==> config.mk <==
export PLATFORM = sky130hd
export DESIGN_NAME = ex_muldiv_ctrl
export DESIGN_NICKNAME = d
export VERILOG_FILES = /design/src/rtl/ex_muldiv_ctrl.sv
export SDC_FILE = /design/constraint.sdc
export NUM_CORES = 1
export LEC_CHECK = 0
export CAP_MARGIN = 20
export CORE_ASPECT_RATIO = 1.5
export CORE_UTILIZATION = 40
export CTS_CLUSTER_DIAMETER = 40
export DETAILED_ROUTE_END_ITERATION = 10
export SLEW_MARGIN = 20
export SYNTH_ARGS = -nofsm -noshare
export SYNTH_HDL_FRONTEND = slang
export SYNTH_SLANG_ARGS = --single-unit
==> constraint.sdc <==
create_clock -name clk -period 8.97 [get_ports clk]
set_input_delay 1.794 -clock clk [delete_from_list [all_inputs] [get_ports clk]]
set_output_delay 1.794 -clock clk [all_outputs]
set_load 0.02 [all_outputs]
==> src/rtl/ex_muldiv_ctrl.sv <==
`default_nettype none
// ============================================================================
// Module   : ex_muldiv_ctrl
// Purpose  : Iterative RV32M multiply/divide unit for the EX stage. It does
//            32-step shift-add multiply and restoring divide on operand
//            magnitudes, then applies a sign fix-up step. It stalls the
//            pipeline while busy and pulses done with the result.
// Revision : 1.0 - initial release
// ============================================================================
module ex_muldiv_ctrl #(
    parameter int XLEN = 32
) (
    input  logic            clk,
    input  logic            resetn,
    input  logic            start,
    input  logic [2:0]      op,
    input  logic [XLEN-1:0] src1,
    input  logic [XLEN-1:0] src2,
    input  logic [4:0]      rd_in,
    input  logic            flush,
    output logic            stall,
    output logic            done,
    output logic [XLEN-1:0] result,
    output logic [4:0]      rd_out
);

    typedef enum logic [2:0] {
        S_IDLE = 3'd0,
        S_MUL  = 3'd1,
        S_DIV  = 3'd2,
        S_FIX  = 3'd3,
        S_DONE = 3'd4
    } state_t;

    state_t      state_q, state_d;
    logic [4:0]  cnt_q, cnt_d;
    logic [63:0] prod_q, prod_d;     // multiply: {hi,lo} product; divide: {remainder, quotient}
    logic [31:0] mcand_q, mcand_d;   // multiplicand or divisor magnitude
    logic [2:0]  op_q, op_d;
    logic [4:0]  rd_q, rd_d;
    logic        neg_q, neg_d;       // operand signs differ
    logic        rsign_q, rsign_d;   // dividend was negative
    logic [31:0] result_q, result_d;
    logic [4:0]  rdout_q, rdout_d;

    // Operand decode for the op being presented at the EX input
    logic        w_sgn1, w_sgn2, w_neg1, w_neg2;
    logic [31:0] w_mag1, w_mag2;
    logic        w_div0, w_ovf;
    logic [31:0] w_special;

    assign w_sgn1    = op[2] ? ~op[0] : (op[1:0] != 2'b11);
    assign w_sgn2    = op[2] ? ~op[0] : ~op[1];
    assign w_neg1    = w_sgn1 & src1[31];
    assign w_neg2    = w_sgn2 & src2[31];
    assign w_mag1    = w_neg1 ? (32'd0 - src1) : src1;
    assign w_mag2    = w_neg2 ? (32'd0 - src2) : src2;
    assign w_div0    = op[2] & (src2 == 32'd0);
    assign w_ovf     = op[2] & ~op[0] & (src1 == 32'h8000_0000) & (src2 == 32'hFFFF_FFFF);
    assign w_special = op[1] ? (w_div0 ? src1 : 32'd0)
                             : (w_div0 ? 32'hFFFF_FFFF : 32'h8000_0000);

    // Iteration datapath: one shift-add or one trial subtraction per cycle
    logic [32:0] w_sum, w_trial;
    assign w_sum   = {1'b0, prod_q[63:32]} + {1'b0, (prod_q[0] ? mcand_q : 32'd0)};
    assign w_trial = prod_q[63:31] - {1'b0, mcand_q};

    // Sign fix-up and result selection from the latched op
    logic [63:0] w_prod_s;
    logic [31:0] w_quo_s, w_rem_s, w_fix;
    assign w_prod_s = neg_q   ? (64'd0 - prod_q)         : prod_q;
    assign w_quo_s  = neg_q   ? (32'd0 - prod_q[31:0])   : prod_q[31:0];
    assign w_rem_s  = rsign_q ? (32'd0 - prod_q[63:32])  : prod_q[63:32];

    // Pick the architectural result for the latched funct3
    always_comb begin
        w_fix = w_prod_s[31:0];
        case (op_q)
            3'b000:                 w_fix = w_prod_s[31:0];
            3'b001, 3'b010, 3'b011: w_fix = w_prod_s[63:32];
            3'b100, 3'b101:         w_fix = w_quo_s;
            default:                w_fix = w_rem_s;
        endcase
    end

    // Next-state, datapath update and stall/done generation
    always_comb begin
        state_d  = state_q;
        cnt_d    = cnt_q;
        prod_d   = prod_q;
        mcand_d  = mcand_q;
        op_d     = op_q;
        rd_d     = rd_q;
        neg_d    = neg_q;
        rsign_d  = rsign_q;
        result_d = result_q;
        rdout_d  = rdout_q;
        stall    = 1'b0;
        done     = 1'b0;

        case (state_q)
            S_IDLE: begin
                if (start && !flush) begin
                    stall   = 1'b1;
                    op_d    = op;
                    rd_d    = rd_in;
                    neg_d   = w_neg1 ^ w_neg2;
                    rsign_d = w_neg1;
                    cnt_d   = 5'd0;
                    mcand_d = w_mag2;
                    prod_d  = {32'd0, w_mag1};
                    if (w_div0 || w_ovf) begin
                        // Corner cases have a fixed answer; skip the iterations
                        result_d = w_special;
                        rdout_d  = rd_in;
                        state_d  = S_DONE;
                    end else begin
                        state_d = op[2] ? S_DIV : S_MUL;
                    end
                end
            end
            S_MUL: begin
                stall  = 1'b1;
                prod_d = {w_sum, prod_q[31:1]};
                cnt_d  = cnt_q + 5'd1;
                if (cnt_q == 5'd31) state_d = S_FIX;
            end
            S_DIV: begin
                stall = 1'b1;
                if (!w_trial[32]) prod_d = {w_trial[31:0], prod_q[30:0], 1'b1};
                else              prod_d = {prod_q[62:0], 1'b0};
                cnt_d = cnt_q + 5'd1;
                if (cnt_q == 5'd31) state_d = S_FIX;
            end
            S_FIX: begin
                stall    = 1'b1;
                result_d = w_fix;
                rdout_d  = rd_q;
                state_d  = S_DONE;
            end
            S_DONE: begin
                done    = 1'b1;
                state_d = S_IDLE;
            end
            default: state_d = S_IDLE;
        endcase

        // A killed op must not disturb the visible result registers
        if (flush) begin
            state_d  = S_IDLE;
            result_d = result_q;
            rdout_d  = rdout_q;
        end
        if (!resetn) stall = 1'b0;
    end

    // State and datapath registers with synchronous active-low reset
    always_ff @(posedge clk) begin
        if (!resetn) begin
            state_q  <= S_IDLE;
            cnt_q    <= 5'd0;
            prod_q   <= 64'd0;
            mcand_q  <= 32'd0;
            op_q     <= 3'd0;
            rd_q     <= 5'd0;
            neg_q    <= 1'b0;
            rsign_q  <= 1'b0;
            result_q <= 32'd0;
            rdout_q  <= 5'd0;
        end else begin
            state_q  <= state_d;
            cnt_q    <= cnt_d;
            prod_q   <= prod_d;
            mcand_q  <= mcand_d;
            op_q     <= op_d;
            rd_q     <= rd_d;
            neg_q    <= neg_d;
            rsign_q  <= rsign_d;
            result_q <= result_d;
            rdout_q  <= rdout_d;
        end
    end

    assign result = result_q;
    assign rd_out = rdout_q;

endmodule
`default_nettype wire

==> impl_metrics.ini <==
[run_status]
status = complete, no violations

[floorplan]
rows = 83
io-pin-count = 115
die_x_um = 153.9
die_h_um = 229.9
core_sq_um = 34170
die_area_sq_um = 35380
initial_core_util = 0.4053

[grt]
grt_remaining_overflow = 0
grt.total_usage = 0.3290
grt_pass1_vias = 14470
grt_max_degree = 82
antenna_found_initial = 2
grt_first_pass_wirelength_mm = 87.75

[logic_synthesis]
synth_edf_count = 0
synthFlopType = dfxtp_1
async_reset_ff_frac = 0
seq_area_frac_synth = 0.2183
syn_inst = 1932
synth_nets = 2081
syn_area_per_cell_sq_um = 7.167
syn_area_sq_um = 13850
synth_warnings = 0
yosys_register_bits = 151
synth.distinct_cells = 81

[pwr]
swShare = 0.3571
seq_power_share = 0.360
max-vdd-ir-drop_mv = 0.09341
switching_power_mw = 0.7407
p_int_mw = 1.334
fin_total_pwr_mw = 2.074
p_leak_nw = 6.016
power_frac_comb = 0.272
pwr-share-clk = 0.369
p_per_area_nw_per_um2 = 131.0

[clocking]
clockRootBuffer = clkbuf_16
clock-sinks = 151
htreeDepth = 4
numCtsBuffers = 17
worstSkewPairLatency_ns = 0.46
clock_path_buffers = 2
clk_pin_slew_ns = 0.07
postCtsResizedCells = 0
cts_tree = yes
cts-hold-fix-buffers = 0
postCtsSetupRepairBufs = 0

[finish]
fillCellCount = 3507
mostFrequentLayoutCells = nand2_1 (189), nor2_1 (177), o21ai_0 (172)
area_growth_pct = 14.31
finalNonFillerCells = 2386
utilization = 0.4633
drive_gt1_frac = 0.04895
final_area_sq_um = 15830
antennaDiodeCount = 0
nets = 2097
final_common_cell = nand2_1

[critical_path]
critPathMaxFanout = 74
critical_path_required_ns = 9.32
worstSetupPathType = in2reg
cp-start-kind = input port
arrival_ns = 5.86
end_kind = register

[min_path]
hp-class = reg2reg

[drt]
vias_per_cell = 6.370
routed_wirelength_mm = 58.54
dr_total_vias = 15200
route.detailed.drc = 0
drtAntennaViolNets = 0
drt_iter0_drc = 1156
drtPass1Iterations = 5
wl_per_cell_um = 24.53

[timing]
fin_crit_sh = 0.6142
rsz0062_at_grt = false
clock-skew-final_ns = 0.01174
max_freq_ghz = 0.1815
setup_ws_ns = 3.460
period_minus_slack_ns = 5.510
tightestPinTransition_ns = 1.142
whs_ns = 0.4562
fin_setup_tns_ns = 0
relSlewSlack = 0.2386
setup_viol = 0
slew_viol_final = 0
hold_violations = 0

[placement]
gp_congestion = 1.008
place_area_sq_um = 15170
dp_slack_ns = 3.094
placed_cells = 2351
post-dp-hpwl_mm = 43.68
port-buffer-count = 114

[flow_run]
maxCapViolCount = 0
## path summary, 6_finish.rpt
| path | slack [ns] | endpoint | depth (start not counted) | from |
|---|---|---|---|---|
| max | 3.46 | result[12]$_SDFFE_PN0P_ | 11 | src2[3] |
| min | 0.46 | rd_q[0]$_SDFFE_PN0P_ | 2 | rd_q[0]$_SDFFE_PN0P_ |
| max reg2reg | 4.04 | prod_q[41]$_SDFFE_PN0P_ | 15 | prod_q[31]$_SDFFE_PN0P_ |
| min reg2reg | 0.46 | rd_q[0]$_SDFFE_PN0P_ | 2 | rd_q[0]$_SDFFE_PN0P_ |
## routing by layer
| metal | vias up | track usage | part of all wire |
|---|---|---|---|
| li1 | 7113 | - | - |
| met3 | 171 | 0.05126 | 0.056 |
| met4 | 4 | 0.2838 | 0.092 |
| met5 | - | 0 | 0.00046 |
| met1 | 7321 | 0.3435 | 0.36 |
| met2 | 590 | 0.5746 | 0.50 |
## cells by family (layout without fill, tap and decap cells)
group,after synthesis,count (layout),synth area share
adders and majority gates,73,73,0.06705
xor gates and xnor gates,187,187,0.1183
muxes,12,12,0.008765
buffers and inverters,210,239,0.05882
and+or+nand+nor,596,596,0.2036
DFF,151,151,0.2183
AOI/OAI and AO/OA,703,703,0.3252
## power by group through the flow
stage / Sequential (mW) / Clock (mW) / Combinational [mW]
after floorplan: 0.733 / 0 / 0.375
after global placement: 0.759 / 0 / 0.547
after detailed placement: 0.759 / 0 / 0.548
after CTS: 0.744 / 0.771 / 0.552
after global routing: 0.749 / 0.797 / 0.609
final: 0.747 / 0.764 / 0.563
## Yosys cell counts (all sizes together) (29+ instances only)
| cell | number | share of area |
|---|---|---|
| nand2 | 190 | 0.052 |
| nor2 | 180 | 0.049 |
| o21ai | 180 | 0.065 |
| a21oi | 169 | 0.061 |
| dfxtp | 151 | 0.22 |
| clkbuf | 122 | 0.033 |
| xnor2 | 96 | 0.061 |
| xor2 | 91 | 0.058 |
| ha | 71 | 0.064 |
| inv | 69 | 0.019 |
| o22ai | 43 | 0.019 |
| nor3 | 42 | 0.016 |
| a211oi | 36 | 0.020 |
| a22oi | 35 | 0.019 |
| a221oi | 32 | 0.020 |
| a31oi | 30 | 0.014 |
| o31ai | 29 | 0.016 |
## area by class of cell
class	instances	area, sq um	share of cell area
tap	425	531.8	0.03359
inverter	70	262.8	0.01660
sequential	151	3024	0.1911
clock inverter	15	181.4	0.01146
multi-input combinational	1571	10070	0.6362
timing repair buffer	137	1334	0.08426
clock buffer	17	425.4	0.02688
## critical path, cell delays in order
cell and delay [ns]:
clkdlybuf4s50_1 0.49, nor3_1 0.28, nand3b_1 0.22, nor4_2 0.65, nand3_1 0.25, nor3_1 0.74
nor2_1 0.24, o22ai_4 0.14, buf_4 0.58, o21ai_0 0.20, o221a_2 0.26
## sequential cells by signal, summed over array words and instances, names as in the netlist, 3 cells and up
| register | flops |
|---|---|
| op_q | 3 |
| prod_q | 64 |
| state_q | 3 |
| rd_q | 5 |
| mcand_q | 32 |
| cnt_q | 5 |
| result | 32 |
| rd_out | 5 |
No activity file was read; power rests on OpenSTA's default activity.
